<file path="config.mk">
export PLATFORM = sky130hd
export DESIGN_NAME = adder_fault_campaign
export DESIGN_NICKNAME = d
export VERILOG_FILES = /design/src/rtl/adder_fault_pkg.sv /design/src/rtl/fa_fault_cell.sv /design/src/rtl/adder_fault_campaign.sv
export SDC_FILE = /design/constraint.sdc
export NUM_CORES = 1
export LEC_CHECK = 0
export ABC_AREA = 1
export CAP_MARGIN = 25
export CORE_MARGIN = 8
export CORE_UTILIZATION = 53
export DETAILED_ROUTE_END_ITERATION = 8
export HOLD_SLACK_MARGIN = 0.08
export PLACE_DENSITY = 0.77
export SLEW_MARGIN = 20
export SYNTH_ARGS = -nofsm -noshare
export SYNTH_HDL_FRONTEND = slang
export SYNTH_SLANG_ARGS = --single-unit
</file>
<file path="constraint.sdc">
create_clock -name clk -period 4.8 [get_ports clk]
set_clock_uncertainty 0.2 [all_clocks]
set_input_delay 0.48 -clock clk [delete_from_list [all_inputs] [get_ports clk]]
set_output_delay 0.48 -clock clk [all_outputs]
set_load 0.005 [all_outputs]
</file>
<file path="src/rtl/adder_fault_pkg.sv">
// ============================================================================
// Module      : adder_fault_pkg
// Description : Shared FSM encoding and fault-site codes for the campaign.
// Revision    : 1.0 - initial release
// ============================================================================
`default_nettype none

package adder_fault_pkg;

  localparam logic [1:0] ST_IDLE   = 2'd0;
  localparam logic [1:0] ST_RUN    = 2'd1;
  localparam logic [1:0] ST_REPORT = 2'd2;
  localparam logic [1:0] ST_DONE   = 2'd3;

  localparam logic [1:0] NODE_X1   = 2'd0;
  localparam logic [1:0] NODE_SUM  = 2'd1;
  localparam logic [1:0] NODE_COUT = 2'd2;

  localparam int NODES_PER_BIT = 6;

endpackage

`default_nettype wire

</file>
<file path="src/rtl/fa_fault_cell.sv">
// ============================================================================
// Module      : fa_fault_cell
// Description : Full adder whose X1, Sum or Cout node can be forced stuck.
// Revision    : 1.0 - initial release
// ============================================================================
`default_nettype none

module fa_fault_cell
  import adder_fault_pkg::*;
(
  input  logic       i_a,
  input  logic       i_b,
  input  logic       i_cin,
  input  logic       fault_en,
  input  logic [1:0] fault_node,
  input  logic       stuck_val,
  output logic       o_sum,
  output logic       o_cout
);

  logic w_x1;

  // A stuck X1 also propagates into the carry term, as in the physical cell.
  assign w_x1   = (fault_en && fault_node == NODE_X1)   ? stuck_val : (i_a ^ i_b);
  assign o_sum  = (fault_en && fault_node == NODE_SUM)  ? stuck_val : (w_x1 ^ i_cin);
  assign o_cout = (fault_en && fault_node == NODE_COUT) ? stuck_val
                                                        : ((i_a & i_b) | (w_x1 & i_cin));

endmodule

`default_nettype wire

</file>
<file path="src/rtl/adder_fault_campaign.sv">
// ============================================================================
// Module      : adder_fault_campaign
// Description : Exhaustive stuck-at fault campaign over a ripple-carry adder.
//               Define ADDER_FAULT_EARLY_EXIT_EN to end each fault's sweep at
//               its first mismatch.
// Revision    : 1.0 - initial release
// ============================================================================
`default_nettype none

module adder_fault_campaign
  import adder_fault_pkg::*;
#(
  parameter  int WIDTH = 4,
  localparam int NF    = NODES_PER_BIT * WIDTH,
  localparam int VW    = 2 * WIDTH + 1,
  localparam int FIW   = $clog2(NF),
  localparam int DCW   = $clog2(NF + 1)
) (
  input  logic           clk,
  input  logic           rst_n,
  input  logic           start,
  output logic           busy,
  output logic           done,
  output logic           fault_valid,
  output logic [FIW-1:0] fault_idx,
  output logic           fault_detected,
  output logic [VW-1:0]  first_vec,
  output logic [DCW-1:0] detected_count
);

  logic [1:0]     r_state;
  logic [1:0]     w_next;
  logic [FIW-1:0] r_fidx;
  logic [VW-1:0]  r_vcnt;
  logic           r_hit;
  logic [VW-1:0]  r_fvec;
  logic [DCW-1:0] r_dcnt;

  logic           r_busy;
  logic           r_done;
  logic           r_fv;
  logic [FIW-1:0] r_oidx;
  logic           r_odet;
  logic [VW-1:0]  r_ofvec;

  logic           w_busy_nxt;
  logic           w_done_nxt;
  logic           w_fv_nxt;
  logic           w_hit_nxt;
  logic [VW-1:0]  w_fvec_nxt;

  logic [WIDTH-1:0] w_a;
  logic [WIDTH-1:0] w_b;
  logic [WIDTH:0]   w_cg;
  logic [WIDTH:0]   w_cf;
  logic [WIDTH-1:0] w_sg;
  logic [WIDTH-1:0] w_sf;
  logic [FIW-1:0]   w_fbit;
  logic [FIW-1:0]   w_fmod;
  logic [1:0]       w_node;
  logic             w_mis;
  logic             w_vlast;
  logic             w_flast;

  assign w_a     = r_vcnt[VW-1:WIDTH+1];
  assign w_b     = r_vcnt[WIDTH:1];
  assign w_cg[0] = r_vcnt[0];
  assign w_cf[0] = r_vcnt[0];

  assign w_fbit  = r_fidx / FIW'(NODES_PER_BIT);
  assign w_fmod  = r_fidx % FIW'(NODES_PER_BIT);
  assign w_node  = 2'(w_fmod >> 1);

  genvar i;
  generate
    for (i = 0; i < WIDTH; i++) begin : g_bit
      fa_fault_cell u_good (
        .i_a        (w_a[i]),
        .i_b        (w_b[i]),
        .i_cin      (w_cg[i]),
        .fault_en   (1'b0),
        .fault_node (NODE_X1),
        .stuck_val  (1'b0),
        .o_sum      (w_sg[i]),
        .o_cout     (w_cg[i+1])
      );
      fa_fault_cell u_faulty (
        .i_a        (w_a[i]),
        .i_b        (w_b[i]),
        .i_cin      (w_cf[i]),
        .fault_en   (w_fbit == FIW'(i)),
        .fault_node (w_node),
        .stuck_val  (w_fmod[0]),
        .o_sum      (w_sf[i]),
        .o_cout     (w_cf[i+1])
      );
    end
  endgenerate

  assign w_mis   = (w_sg != w_sf) || (w_cg[WIDTH] != w_cf[WIDTH]);
  assign w_vlast = &r_vcnt;
  assign w_flast = (r_fidx == FIW'(NF - 1));

  always_ff @(posedge clk) begin
    if (!rst_n) r_state <= ST_IDLE;
    else        r_state <= w_next;
  end

  always_comb begin
    w_next = r_state;
    case (r_state)
      ST_IDLE:   if (start) w_next = ST_RUN;
`ifdef ADDER_FAULT_EARLY_EXIT_EN
      ST_RUN:    if (w_mis || w_vlast) w_next = ST_REPORT;
`else
      ST_RUN:    if (w_vlast) w_next = ST_REPORT;
`endif
      ST_REPORT: w_next = w_flast ? ST_DONE : ST_RUN;
      ST_DONE:   w_next = ST_IDLE;
      default:   w_next = ST_IDLE;
    endcase
  end

  // Output registers are loaded from the upcoming state so they line up with it.
  always_comb begin
    w_busy_nxt = (w_next == ST_RUN) || (w_next == ST_REPORT);
    w_done_nxt = (w_next == ST_DONE);
    w_fv_nxt   = (w_next == ST_REPORT);
    w_hit_nxt  = r_hit | w_mis;
    w_fvec_nxt = (!r_hit && w_mis) ? r_vcnt : r_fvec;
  end

  always_ff @(posedge clk) begin
    if (!rst_n) begin
      r_fidx <= '0;
      r_vcnt <= '0;
      r_hit  <= 1'b0;
      r_fvec <= '0;
      r_dcnt <= '0;
    end else begin
      case (r_state)
        ST_IDLE: begin
          if (start) begin
            r_fidx <= '0;
            r_vcnt <= '0;
            r_hit  <= 1'b0;
            r_fvec <= '0;
            r_dcnt <= '0;
          end
        end
        ST_RUN: begin
          r_vcnt <= r_vcnt + VW'(1);
          r_hit  <= w_hit_nxt;
          r_fvec <= w_fvec_nxt;
        end
        ST_REPORT: begin
          if (r_hit) r_dcnt <= r_dcnt + DCW'(1);
          if (!w_flast) begin
            r_fidx <= r_fidx + FIW'(1);
            r_vcnt <= '0;
            r_hit  <= 1'b0;
            r_fvec <= '0;
          end
        end
        default: ;
      endcase
    end
  end

  always_ff @(posedge clk) begin
    if (!rst_n) begin
      r_busy  <= 1'b0;
      r_done  <= 1'b0;
      r_fv    <= 1'b0;
      r_oidx  <= '0;
      r_odet  <= 1'b0;
      r_ofvec <= '0;
    end else begin
      r_busy <= w_busy_nxt;
      r_done <= w_done_nxt;
      r_fv   <= w_fv_nxt;
      if (w_fv_nxt) begin
        r_oidx  <= r_fidx;
        r_odet  <= w_hit_nxt;
        r_ofvec <= w_fvec_nxt;
      end
    end
  end

  assign busy           = r_busy;
  assign done           = r_done;
  assign fault_valid    = r_fv;
  assign fault_idx      = r_oidx;
  assign fault_detected = r_odet;
  assign first_vec      = r_ofvec;
  assign detected_count = r_dcnt;

endmodule

`default_nettype wire
</file>
; ---- Yosys cells after proc, flatten, opt, wreduce, memory -nomap -nowiden
; Cells that the tools add are included.
[word_totals]
reg_bits = 49
in_bits = 3
[op_classes]
addsub = 3
div_mod_pow = 2
eq_ne = 17
muxes = 29
bitwise_logic = 33
n_reduce_logical = 25
[op_table]
columns = op, n
row1 = case mux 9 bit (3 select lines), 2
row2 = two-way mux 9 bit, 3
row3 = case mux 5 bit (2 select lines), 2
row4 = two-way mux 5 bit, 3
row5 = two-way mux 1 bit, 14
row6 = logical AND 1 bit, 13
row7 = bitwise AND 1 bit, 12
row8 = bitwise XOR 1 bit, 12
row9 = adder 5 x 1 -> 5 bit (second input constant), 2
row10 = == test 2 bit (second input constant), 5
row11 = == test 5 x 2 -> 1 bit (second input constant), 2
row12 = adder 9 x 1 -> 9 bit (second input constant), 1
row13 = bitwise OR 1 bit, 9
row14 = AND reduction 3 bit, 3
row15 = AND reduction 9 bit, 1
row16 = case mux 2 bit (4 select lines), 1
row17 = == test 2 x 1 -> 1 bit (second input constant), 3
row18 = two-way mux 2 bit, 3
row19 = != test 2 bit (second input constant), 3
row20 = divider 5 x 3 -> 5 bit (second input constant), 1
row21 = == test 5 x 1 -> 1 bit (second input constant), 1
row22 = == test 5 bit (second input constant), 1
row23 = zero test 5 bit, 1
row24 = modulo 5 x 3 -> 5 bit (second input constant), 1
row25 = 8 further kinds, 10

; ---- Longest topological paths before layout
; Gate-level depths: netlist of the first run.
[depth]
depth_word = 21
ltp_mapped = 50
ltp_nobuf = 48

; ---- Modules after synthesis
; A second synthesis of the first run with hierarchy kept.
[unflattened]
cells_unflattened = 528
area_unflattened_um2 = 3507.1
[by_module_without_submodules]
columns = mod, n_inst, cells_each, area_each_um2
row1 = adder_fault_campaign, 1, 384, 2716.4
row2 = fa_fault_cell, 8, 18, 98.8

; ---- Worst setup path after synthesis of the first run
; No wires, ideal clock.
[synth_path]
path_kind = reg2reg
from = register r_fidx[0]
to = register r_ofvec[8] (netlist: first_vec[8])
setup_ps = 109
arrival_ps = 4915
required_ps = 4491
slack_ps = -424
path_stages_with_launch = 49
path_buffers = 3
path_cell_list = dfxtp_1 -> clkbuf_1 -> inv_1 -> buf_2 -> ha_1 -> nand4_2 -> nand2_2 -> nand2_1 -> nand2_2 -> inv_2 -> ha_1 -> inv_1 -> nand3_2 -> nor2_4 -> nand2_4 -> nand2_2 -> nand2_4 -> buf_6 -> [13 not listed] -> inv_1 -> ha_1 -> nor2_1 -> nand2_1 -> o21ai_0 -> inv_1 -> ha_1 -> inv_1 -> nand2_1 -> nand3_1 -> nand2_1 -> nand3_2 -> o21bai_4 -> nand2_2 -> nand2_1 -> nand2_1 -> nand2_1 -> inv_1
[synth_via]
elab_chain_cells = 20
elab_cells_between_ends = 54
[synth_rtl]
columns = item, line_no
row1 = from (decl), adder_fault_campaign.sv:33  ; logic [FIW-1:0] r_fidx;
row2 = from (signal assigned), adder_fault_campaign.sv:159  ; r_fidx <= r_fidx + FIW'(1);
row3 = divider 5 x 3 -> 5 bit / modulo 5 x 3 -> 5 bit (equally long branches), "adder_fault_campaign.sv:70, adder_fault_campaign.sv:71"
row4 = zero test 5 bit / zero test 2 bit (equally long branches), "adder_fault_campaign.sv:91, fa_fault_cell.sv:24"
row5 = logical AND 1 bit, fa_fault_cell.sv:24  ; assign w_x1 = (fault_en && fault_node == NODE_X1) ? stuck_val : (i_a ^ i_b);
row6 = two-way mux 1 bit, fa_fault_cell.sv:24
row7 = bitwise AND 1 bit, fa_fault_cell.sv:27  ; : ((i_a & i_b) | (w_x1 & i_cin));
row8 = bitwise OR 1 bit, fa_fault_cell.sv:27
row9 = two-way mux 1 bit, fa_fault_cell.sv:26  ; assign o_cout = (fault_en && fault_node == NODE_COUT) ? stuck_val
row10 = bitwise AND 1 bit, fa_fault_cell.sv:27
row11 = [4 not listed], --
row12 = two-way mux 1 bit, fa_fault_cell.sv:26
row13 = bitwise AND 1 bit, fa_fault_cell.sv:27
row14 = bitwise OR 1 bit, fa_fault_cell.sv:27
row15 = two-way mux 1 bit, fa_fault_cell.sv:26
row16 = != test 1 bit, adder_fault_campaign.sv:100  ; assign w_mis = (w_sg != w_sf) || (w_cg[WIDTH] != w_cf[WIDTH]);
row17 = logical OR 1 bit, adder_fault_campaign.sv:100
row18 = logical AND 1 bit, adder_fault_campaign.sv:130  ; w_fvec_nxt = (!r_hit && w_mis) ? r_vcnt : r_fvec;
row19 = two-way mux 9 bit, adder_fault_campaign.sv:130
row20 = to (signal assigned), adder_fault_campaign.sv:185  ; r_ofvec <= w_fvec_nxt;
row21 = to (decl), adder_fault_campaign.sv:44  ; logic [VW-1:0] r_ofvec;
; Several ways; a longest one is shown, not always the timed one.
; A chain may end at the register's enable or synchronous reset.

; ---- Final worst setup path of the first run
[layout_path]
from = register r_fidx[3]
to = register r_ofvec[3] (netlist: first_vec[3])
; The elaborated chain is that of the path after synthesis.

==> results of run 1 <==
worst min path at each step:
stage	depth (start not counted)	startpoint	slack, ns	end
4_1_cts	2	r_fvec[3]$_SDFFE_PN0P_	0.27	r_fvec[3]$_SDFFE_PN0P_
5_1_grt	2	r_fvec[7]$_SDFFE_PN0P_	0.29	r_fvec[7]$_SDFFE_PN0P_
3_5_place_dp	2	r_fvec[3]$_SDFFE_PN0P_	0.26	r_fvec[3]$_SDFFE_PN0P_
6_report	2	r_fvec[3]$_SDFFE_PN0P_	0.27	r_fvec[3]$_SDFFE_PN0P_
2_1_floorplan	2	r_fvec[0]$_SDFFE_PN0P_	0.25	r_fvec[0]$_SDFFE_PN0P_
3_3_place_gp	2	r_fvec[4]$_SDFFE_PN0P_	0.25	r_fvec[4]$_SDFFE_PN0P_
state kept, by name, summed over array words and instances, names as in the netlist, 2 cells and up:
| name | flops |
|---|---|
| first_vec | 9 |
| fault_idx | 5 |
| r_fvec | 9 |
| r_fidx | 5 |
| r_vcnt | 9 |
| detected_count | 5 |
| r_state | 2 |
layout make-up:
class,count,share of cell area (%)
clock inverter,1,0.220
clock buffer,6,1.82
multi-input combinational,320,51.6
sequential,49,24.8
timing repair buffer,54,12.0
inverter,74,7.15
tap,75,2.35
through the flow:
stage / total power [W] / instances
finish: 0.000866 / 579
global route: 0.000907 / 579
CTS: 0.000829 / 571
detailed placement: 0.000589 / 558
global placement: 0.000585 / 558
floorplan: 0.000554 / 457
synth_stat cells, types with 2 or more instances:
| master | instances |
|---|---|
| sky130_fd_sc_hd__a211oi_1 | 3 |
| sky130_fd_sc_hd__a21oi_1 | 30 |
| sky130_fd_sc_hd__buf_2 | 4 |
| sky130_fd_sc_hd__buf_6 | 2 |
| sky130_fd_sc_hd__clkbuf_1 | 8 |
| sky130_fd_sc_hd__dfxtp_1 | 49 |
| sky130_fd_sc_hd__fa_1 | 4 |
| sky130_fd_sc_hd__ha_1 | 18 |
| sky130_fd_sc_hd__inv_1 | 68 |
| sky130_fd_sc_hd__inv_2 | 5 |
| sky130_fd_sc_hd__nand2_1 | 100 |
| sky130_fd_sc_hd__nand2_2 | 15 |
| sky130_fd_sc_hd__nand2_4 | 6 |
| sky130_fd_sc_hd__nand3_1 | 23 |
| sky130_fd_sc_hd__nand3_2 | 16 |
| sky130_fd_sc_hd__nand3b_1 | 3 |
| sky130_fd_sc_hd__nand4_1 | 9 |
| sky130_fd_sc_hd__nor2_1 | 44 |
| sky130_fd_sc_hd__nor2_2 | 2 |
| sky130_fd_sc_hd__nor2_4 | 3 |
| sky130_fd_sc_hd__nor3_1 | 11 |
| sky130_fd_sc_hd__nor4_1 | 2 |
| sky130_fd_sc_hd__o211ai_1 | 2 |
| sky130_fd_sc_hd__o21ai_0 | 20 |
cells in the final DEF, fill, tap and decap left out, types with 2 or more instances in the layout:
master and count:
sky130_fd_sc_hd__ha_2 3, sky130_fd_sc_hd__nand2_1 86, sky130_fd_sc_hd__nand3_1 21, sky130_fd_sc_hd__clkbuf_8 5, sky130_fd_sc_hd__buf_6 3, sky130_fd_sc_hd__dfxtp_1 45
sky130_fd_sc_hd__dfxtp_4 2, sky130_fd_sc_hd__ha_1 11, sky130_fd_sc_hd__a21oi_2 5, sky130_fd_sc_hd__nand3_2 18, sky130_fd_sc_hd__nor2_4 6, sky130_fd_sc_hd__a21oi_1 25
sky130_fd_sc_hd__fa_1 4, sky130_fd_sc_hd__a211oi_1 3, sky130_fd_sc_hd__clkdlybuf4s50_1 25, sky130_fd_sc_hd__o211ai_1 2, sky130_fd_sc_hd__o21ai_1 3, sky130_fd_sc_hd__nor4_1 2
sky130_fd_sc_hd__nand4_1 9, sky130_fd_sc_hd__nand3b_1 3, sky130_fd_sc_hd__nand2_2 20, sky130_fd_sc_hd__inv_2 5, sky130_fd_sc_hd__nand2_4 16, sky130_fd_sc_hd__o21ai_0 16
sky130_fd_sc_hd__ha_4 4, sky130_fd_sc_hd__nor3_1 11, sky130_fd_sc_hd__nor2_2 2, sky130_fd_sc_hd__inv_4 3, sky130_fd_sc_hd__buf_4 26, sky130_fd_sc_hd__dfxtp_2 2
sky130_fd_sc_hd__inv_1 65, sky130_fd_sc_hd__nor2_1 41
critical path, delay by kind of cell, from the launching register on:
family,cells,cell delay [ns]
and+or+nand+nor,22,1.63
adders and majority gates,5,0.96
AOI/OAI and AO/OA,5,0.48
DFF,1,0.39
buffers and inverters,12,1.05
kinds of logic (layout without fill, tap and decap cells):
logic type / Yosys count / after routing / share of synthesized area, %
buffers and inverters: 89 / 135 / 11.3
DFF: 49 / 49 / 30.9
and+or+nand+nor: 237 / 238 / 37.6
AOI/OAI and AO/OA: 59 / 59 / 10.4
adders and majority gates: 22 / 22 / 9.61
xor gates and xnor gates: 1 / 1 / 0.276
metal layers:
metal,wire [microns],vias to the layer above,GRT usage [%]
met2,3840,50,30.0
met5,0,-,0
met3,310,9,3.21
li1,-,1551,-
met4,117,0,5.23
met1,3540,1405,21.5
power groups by stage:
stage / Clock (W) / Combinational [W] / Sequential (W)
after floorplan: 0 / 0.000121 / 0.000433
after global placement: 0 / 0.000149 / 0.000436
after detailed placement: 0 / 0.000153 / 0.000437
after CTS: 0.000239 / 0.000163 / 0.000427
after global routing: 0.000256 / 0.000223 / 0.000428
final: 0.000236 / 0.000204 / 0.000426
what timing repair did:
item                                    4_1_cts  5_1_grt
buffers inserted                              6        6
resized for setup                            10       39
gates cloned                                  0        1
endpoints found under the setup margin       18       20
pin swaps                                     8       35
==> results.txt, run 1 <==
----------------------------------------------------
[STA]
  Accumulated negative setup slack ... -0.0736 ns
  Relative slew slack ... 38.3%
  Hold Fails Final Rpt ... 0
  Setup repair after global routing missed its margin ... yes
  Number of max-slew violations in the final report ... 0
  Worst-margin pin slew ... 0.922 ns
  Final period utilization ... 101%
  Total of endpoints with negative setup slack in the final report ... 6
  Min setup slack post-route ... -0.0247 ns
  Minimum hold slack ... 0.267 ns
  Maximum frequency from static timing analysis ... 0.207 GHz
  Post-route minimum period ... 4.82 ns

[Critical path]
  FF-to-FF End ... first_vec[3]$_SDFFE_PN0P_
  Launching point of the worst reg2reg path ... r_fidx[3]$_SDFFE_PN0P_
  Master of the slowest instance on the critical path ... sky130_fd_sc_hd__dfxtp_4
  Startpoint types ... flip-flop
  Crit path kind ... reg2reg
  Largest stage delay on the critical path ... 0.39 ns
  Arr. time, crit path ... 4.83 ns
  Critical path startpoint ... r_fidx[3]$_SDFFE_PN0P_
  End point of the critical path ... first_vec[3]$_SDFFE_PN0P_
  Maximum net fanout on the critical path ... 5
  Critical path data required time ... 4.81 ns
  Worst Reg-to-Reg Cells ... 44
  Reg-to-reg slack, setup ... -0.02 ns
  CP endpoint kind ... flip-flop

[Global route]
  Number of antenna violations at the first check in global routing ... 0
  Pin count of the biggest net entering global routing ... 32
  GRT overflow ... 0
  Vias in the first global route ... 2836
  Global router's overall resource usage ... 17.4%
  First-pass GRT wire length ... 12800 microns

[Logic synthesis]
  Biggest area consumer among synthesized cells ... sky130_fd_sc_hd__dfxtp_1
  Most common flop cell mapped by yosys ... sky130_fd_sc_hd__dfxtp_1
  Synth unique cells ... 34
  Cell types with the largest area share after synthesis ... sky130_fd_sc_hd__dfxtp_1 31%, sky130_fd_sc_hd__nand2_1 12%, sky130_fd_sc_hd__inv_1 8.0%, sky130_fd_sc_hd__ha_1 7.1%, sky130_fd_sc_hd__nor2_1 5.2%
  Post-Syn Area per Cell ... 6.95 sq um
  Gate Count Post-Synth ... 457
  Post-synth EDFFs ... 0
  Total of warnings raised by yosys ... 0
  Asr flop ratio synth ... 0%
  Synthesized Nets ... 482
  Netlist area before placement ... 3180 sq um
  Area share of the largest cell type after synthesis ... 30.9%
  Sequential fraction of the synthesis area ... 30.9%
  Flip-flop and latch count after synthesis ... 49

[Power]
  Sequential Power Share ... 49.2%
  Combinational group share of total power ... 23.5%
  Clock group share of total power ... 27.2%
  Ratio of total power to cell area ... 217 nW/um^2
  Leakage Power ... 1.78 nW
  Switching power as a share of total power ... 31.2%
  Switching Power ... 0.000270 W
  Max VDD drop ... 170 uV
  Internal Power ... 0.000596 W

[Clock network]
  Clock network latency to the later pin of the worst-skew pair ... 0.30 ns
  Clock tree from TritonCTS ... done
  Clock-pin slew of the registers on the worst-case setup and hold paths ... 0.09 ns
  TritonCTS buffer count ... 5
  Root buffer cell ... sky130_fd_sc_hd__clkbuf_8
  Longest Clk Path Bufs ... 2
  Sink count of the clock tree ... 49
  CTS Hold Buffers Added ... 0
  Deepest level of the CTS H-tree ... 2

[Die]
  Initial core utilization ... 54.3%
  Number of top-level pins ... 26
  Die height ... 93.4 microns
  Core Footprint ... 5850 sq um
  Area of the die ... 8730 sq um
  Number of rows created at floorplan ... 28
  Die width ... 93.4 microns

[Detailed routing]
  Detail-routed net length per standard cell ... 13.5 microns
  Post-route DRC violation count ... 0
  Overall routed net length ... 7800 microns
  Violation count after the first detailed-route iteration ... 174
  Via/cell ratio ... 5.21
  Count of antenna-violating nets left after detailed routing ... 0
  Number of optimization iterations in the first detailed-route pass ... 4
  Via total after detailed routing ... 3015

[Place]
  RD Place Congestion ... 0.809
  Area post-placement ... 3620 sq um
  Count of input and output buffers ... 25
  Worst slack at placement ... -0.227 ns
  DP Wirelength ... 5590 microns

[Outcome]
  Violated checks ... negative setup slack
  Result of the run ... finished with violations

[Layout]
  Final core area utilization ... 68.2%
  Synthesis-to-layout area growth ... 25.6%
  Area occupied by multi-input gates ... 2060 sq um
  Ant diodes ... 0
  Share of final-layout standard cells stronger than drive strength 1 ... 24.8%
  Filler Cell Count ... 470
  Post-layout nets ... 529
  Total non-filler cell area in the finished layout ... 3990 sq um
  Reg area ... 991 sq um

[Min path]
  Class of the most critical hold timing path ... reg2reg

[Job]
  Number of maximum-capacitance constraint violations ... 0

----------------------------------------------------
Note: power is estimated with default switching activity, not from simulation.
==> run 2: changes to the inputs <==
--- a/config.mk
+++ b/config.mk
@@ -8,10 +8,11 @@
 export ABC_AREA = 1
 export CAP_MARGIN = 25
 export CORE_MARGIN = 8
-export CORE_UTILIZATION = 53
+export CORE_UTILIZATION = 55
+export CTS_BUF_LIST = sky130_fd_sc_hd__clkbuf_8
 export DETAILED_ROUTE_END_ITERATION = 8
 export HOLD_SLACK_MARGIN = 0.08
-export PLACE_DENSITY = 0.77
+export PLACE_DENSITY = 0.8
 export SLEW_MARGIN = 20
 export SYNTH_ARGS = -nofsm -noshare
 export SYNTH_HDL_FRONTEND = slang
==> run 2 against run 1 <==
The run now ends clean. Non-clock buffer count fell by 3. Hold slack improved by 0.00054 ns. Clock power decreased by 2%. Sequential power barely moved. Count of clock-buffer cells in the layout fell by 1. Global-route usage rose by 1.1 points. Utilization rose by 3.5 points. Critical path type unchanged. Critical endpoint is now r_fvec[1]$_SDFFE_PN0P_.
==> results.txt, run 2 (synthesis results as in run 1) <==
----------------------------------------------------
[Critical path]
  Crit path kind ... reg2reg
  Maximum net fanout on the critical path ... 5
  Startpoint types ... flip-flop
  Worst Reg-to-Reg Cells ... 44
  Cell seen most often among critical-path stages ... sky130_fd_sc_hd__nand2_2
  CP endpoint kind ... flip-flop
  FF-to-FF End ... r_fvec[1]$_SDFFE_PN0P_
  Arr. time, crit path ... 4.82 ns
  Largest stage delay on the critical path ... 0.37 ns
  Critical path data required time ... 4.83 ns
  Launching point of the worst reg2reg path ... r_fidx[4]$_SDFFE_PN0P_
  Reg-to-reg slack, setup ... 0.008 ns
  Master of the slowest instance on the critical path ... sky130_fd_sc_hd__dfxtp_4

[Clock network]
  Root buffer cell ... sky130_fd_sc_hd__clkbuf_8
  Clock-pin slew of the registers on the worst-case setup and hold paths ... 0.09 ns
  Longest Clk Path Bufs ... 2
  Deepest level of the CTS H-tree ... 2
  CTS Hold Buffers Added ... 0
  Sink count of the clock tree ... 49
  TritonCTS buffer count ... 5
  Clock network latency to the later pin of the worst-skew pair ... 0.30 ns
  Clock tree from TritonCTS ... done

[Place]
  Post-placement cell count ... 553
  Count of input and output buffers ... 25
  DP Wirelength ... 5570 microns
  RD Place Congestion ... 0.857

[Min path]
  Class of the most critical hold timing path ... reg2reg
  Hold path depth ... 2
  Hold-critical path endpoint ... r_fvec[2]$_SDFFE_PN0P_
  Critical hold path startpoint ... r_fvec[2]$_SDFFE_PN0P_

[Layout]
  Final core area utilization ... 71.7%
  Reg area ... 991 sq um
  Share of final-layout standard cells stronger than drive strength 1 ... 25.0%
  Synthesis-to-layout area growth ... 25.0%
  Area occupied by multi-input gates ... 2070 sq um
  Filler Cell Count ... 459
  Final Non-Filler Cells ... 573
  Commonest cells after routing, fill and taps aside ... 84 x sky130_fd_sc_hd__nand2_1, 64 x sky130_fd_sc_hd__inv_1, 45 x sky130_fd_sc_hd__dfxtp_1
  Ant diodes ... 0
  Most common cell after layout, fill and taps aside ... sky130_fd_sc_hd__nand2_1
  Post-layout nets ... 526

[Global route]
  Pin count of the biggest net entering global routing ... 32
  Global router's overall resource usage ... 18.5%
  GRT overflow ... 0
  Vias in the first global route ... 2915
  First-pass GRT wire length ... 13300 microns
  Number of antenna violations at the first check in global routing ... 0

[Power]
  Ratio of total power to cell area ... 219 nW/um^2
  Overall power after layout ... 0.000869 W
  Leakage Power ... 1.77 nW
  Max VDD drop ... 244 uV

[Detailed routing]
  Violation count after the first detailed-route iteration ... 232
  Overall routed net length ... 7980 microns
  Via total after detailed routing ... 3109
  Via/cell ratio ... 5.43
  Number of optimization iterations in the first detailed-route pass ... 5
  Post-route DRC violation count ... 0
  Count of antenna-violating nets left after detailed routing ... 0
  Detail-routed net length per standard cell ... 13.9 microns

[STA]
  Hold Fails Final Rpt ... 0
  Setup repair after global routing missed its margin ... yes
  Accumulated negative setup slack ... 0 ns
  Final period utilization ... 99.8%
  Maximum frequency from static timing analysis ... 0.209 GHz
  Total of endpoints with negative setup slack in the final report ... 0
  Post-route minimum period ... 4.79 ns
  Relative slew slack ... 36.5%
  Worst-margin pin slew ... 0.949 ns
  Number of max-slew violations in the final report ... 0

[Die]
  Area of the die ... 8470 sq um
  Initial core utilization ... 57.4%
  Core Footprint ... 5540 sq um
  Number of rows created at floorplan ... 27
  Die height ... 92.0 microns
  Number of top-level pins ... 26
  Die width ... 92.0 microns

[Job]
  Number of maximum-capacitance constraint violations ... 0

[Outcome]
  Result of the run ... finished, final reports clean

----------------------------------------------------
-- run 2: per-stage QoR --
step | area (sq um) | setup slack [ns] | hold WS (ns)
CTS | 3780 | 0.00427 | 0.271
floorplan | 3250 | -0.0828 | 0.245
global placement | 3600 | -0.0123 | 0.251
finish | 3970 | 0.00775 | 0.268
detailed placement | 3600 | -0.244 | 0.258
global route | 3970 | -0.334 | 0.297
-- run 2: metal layers --
layer	track usage (%)	share of wire, %
met4	6.58	2.6
met5	0	0
met2	31.0	49
met3	3.18	6.8
met1	23.2	42
-- run 2: layout make-up --
class                           instances  area share, %
Timing Repair Buffer                   51           11.6
Inverter                               74           7.12
Sequential cell                        49           24.9
Tap cell                               72           2.27
Multi-Input combinational cell        320           52.0
Clock buffer                            5           1.73
Clock inverter                          2          0.315
-- run 2: power breakdown --
part / total, W / internal (W) / leakage, nW / switching (W)
sequential: 0.000426 / 0.000416 / 0.399 / 0.0000102
combinational: 0.000212 / 0.0000809 / 1.33 / 0.000131
clock: 0.000231 / 0.0000990 / 0.0454 / 0.000132
-- run 2: worst max-delay path by stage --
stage | start | end | cells past startpoint
after floorplan | r_fidx[0]$_SDFFE_PN0P_ | first_vec[8]$_SDFFE_PN0P_ | 48
after global placement | r_fidx[4]$_SDFFE_PN0P_ | first_vec[7]$_SDFFE_PN0P_ | 47
after detailed placement | r_fidx[4]$_SDFFE_PN0P_ | first_vec[7]$_SDFFE_PN0P_ | 46
after CTS | r_fidx[3]$_SDFFE_PN0P_ | first_vec[4]$_SDFFE_PN0P_ | 48
after global routing | r_fidx[4]$_SDFFE_PN0P_ | r_fvec[1]$_SDFFE_PN0P_ | 44
final | r_fidx[4]$_SDFFE_PN0P_ | r_fvec[1]$_SDFFE_PN0P_ | 44
-- run 2: critical path: cells and delay by family (launching register included) --
family	cells	cell delay, ns
and+or+nand+nor	25	2.12
adders and majority gates	5	0.92
AOI/OAI and AO/OA	6	0.58
buffers and inverters	8	0.54
DFF	1	0.37
-- run 2: timing repair --
action                     4_1_cts  5_1_grt
gates resized for setup         10       41
buffers inserted                 7        4
setup endpoints to repair       19       20
gates cloned                     0        1
pin swaps                       15       36
==> RTL change: new RTL, settings of run 2 <==
Build with the macro `ADDER_FAULT_EARLY_EXIT_EN` defined.
--- a/src/rtl/adder_fault_campaign.sv
+++ b/src/rtl/adder_fault_campaign.sv
@@ -6,6 +6,8 @@
 // Revision    : 1.0 - initial release
 // ============================================================================
 `default_nettype none
+
+`define ADDER_FAULT_EARLY_EXIT_EN
 
 module adder_fault_campaign
   import adder_fault_pkg::*;
Behaviour: not the same (a bounded check fails within 10 cycles, from zero or initial values and one cycle with rst_n low).
==> RTL change against run 2 <==
- the flow now finishes with violations (negative setup slack)
- design area grew 6.5%
- worst hold slack improved by 1.9 ps
- area after synthesis grew 0.87%
- setup slack got worse by 350 ps
- routed wire length rose by 7.3%
- sequential cell count is the same
Power is not compared: it rests on default switching activity, and its combinational part moved more than twofold at a synthesized area within 25%.
==> RTL change: results (changes against run 2) <==
[run_status]
status = finished, violations left  ; was finished clean
violations = negative setup slack

[placed_design]
post-place-cells = 588  ; was 553
dp_slack_ps = -430  ; was -244 ps
dp_hpwl_um = 5770  ; was 5570 µm
portBuffers = 25  ; unchanged
place.gp.congestion = 0.874  ; was 0.857
postPlaceCellArea_um2 = 3790  ; was 3600 µm²

[setup_path]
cp_max_fo = 8  ; was 5
arrival_ps = 5160  ; was 4820 ps
slowest_stage = dfxtp_4  ; unchanged

[final_layout]
nets = 564  ; was 526
layout-drive-gt1-share_pct = 26.2  ; was 25.0%
fin_cells = 614  ; was 573
fin_util_pct = 73.2  ; was 71.7%

[synth]
syn_area_per_cell_um2 = 6.83  ; was 6.95 µm²
synthDistinctLibCells = 35  ; was 34
synthTopCellsByCount = nand2_1, inv_1, dfxtp_1  ; unchanged
yosysSeqAreaShare_pct = 30.6  ; was 30.9%
synth.net_count = 495  ; was 482
synth_xor_area_share_pct = 0  ; was 0.276%
synth_compound_area_share_pct = 10.8  ; was 10.4%

[sta]
worst_slack_ps = -344  ; was 7.75 ps
final-setup-viol-count = 19  ; was 0
slew_headroom_pct = 30.4  ; was 36.5%

[drt]
vias = 3285  ; was 3109
drtIter0Drc = 199  ; was 232
routed_wl_um = 8560  ; was 7980 µm

[grt]
grt_start_max_net_pins = 28  ; was 32
grt_pass1_wl_um = 13400  ; was 13300 µm
grt_pass1_vias = 2981  ; was 2915
grt_usage_pct = 18.8  ; was 18.5%

-- RTL change: changes by cell type in the layout (fill, tap and decap cells not counted), sizes merged, moves of 3 or more --
cell / run 2 / this run
nor3: 11 / 6
buf: 26 / 50
nand2: 122 / 126
nand3: 39 / 44
inv: 74 / 77
o21ai: 20 / 24
-- RTL change: worst paths after layout --
check        startpoint      endpoint  slack, ps  cells after the start
max           r_fidx[3]  first_vec[7]       -340                     52
min           r_fvec[1]     r_fvec[1]        270                      2
max reg2reg   r_fidx[3]  first_vec[7]       -340                     52
min reg2reg   r_fvec[1]     r_fvec[1]        270                      2
-- RTL change: stage by stage --
step	hold slack (ps)	setup TNS, ps
after detailed placement	261	-7490
final	269	-5580
after global routing	299	-17240
after floorplan	245	-8690
after CTS	272	-5020
after global placement	250	-3520
-- RTL change: metal layers --
| layer | share of wire [%] | track usage (%) | routed length (µm) | vias up |
|---|---|---|---|---|
| li1 | - | - | - | 1632 |
| met1 | 42 | 22.1 | 3580 | 1537 |
| met2 | 51 | 33.8 | 4410 | 102 |
| met3 | 4.9 | 3.24 | 421 | 14 |
| met4 | 1.7 | 5.64 | 149 | 0 |
| met5 | 0 | 0 | 0 | - |
-- RTL change: layout make-up --
cell class / count / area, µm²
multi-input combinational: 329 / 2070
clock inverter: 2 / 37.5
inverter: 78 / 300
timing repair buffer: 75 / 661
sequential: 49 / 992
tap: 75 / 93.8
fill: 442 / 1550
clock buffer: 6 / 82.6
-- RTL change: worst reg2reg max path: cells and delay by family, from the launching register on --
family          cells  cell delay, ps
flops               1             380
buf+inv            10             700
simple gates       31            2340
fa+ha+maj           7            1170
compound gates      4             260
-- RTL change: what timing repair did --
item	in CTS	in global routing
pin swaps	25	21
gates resized for setup	23	30
gates cloned	0	1
setup endpoints to repair	27	30
buffers inserted	12	7
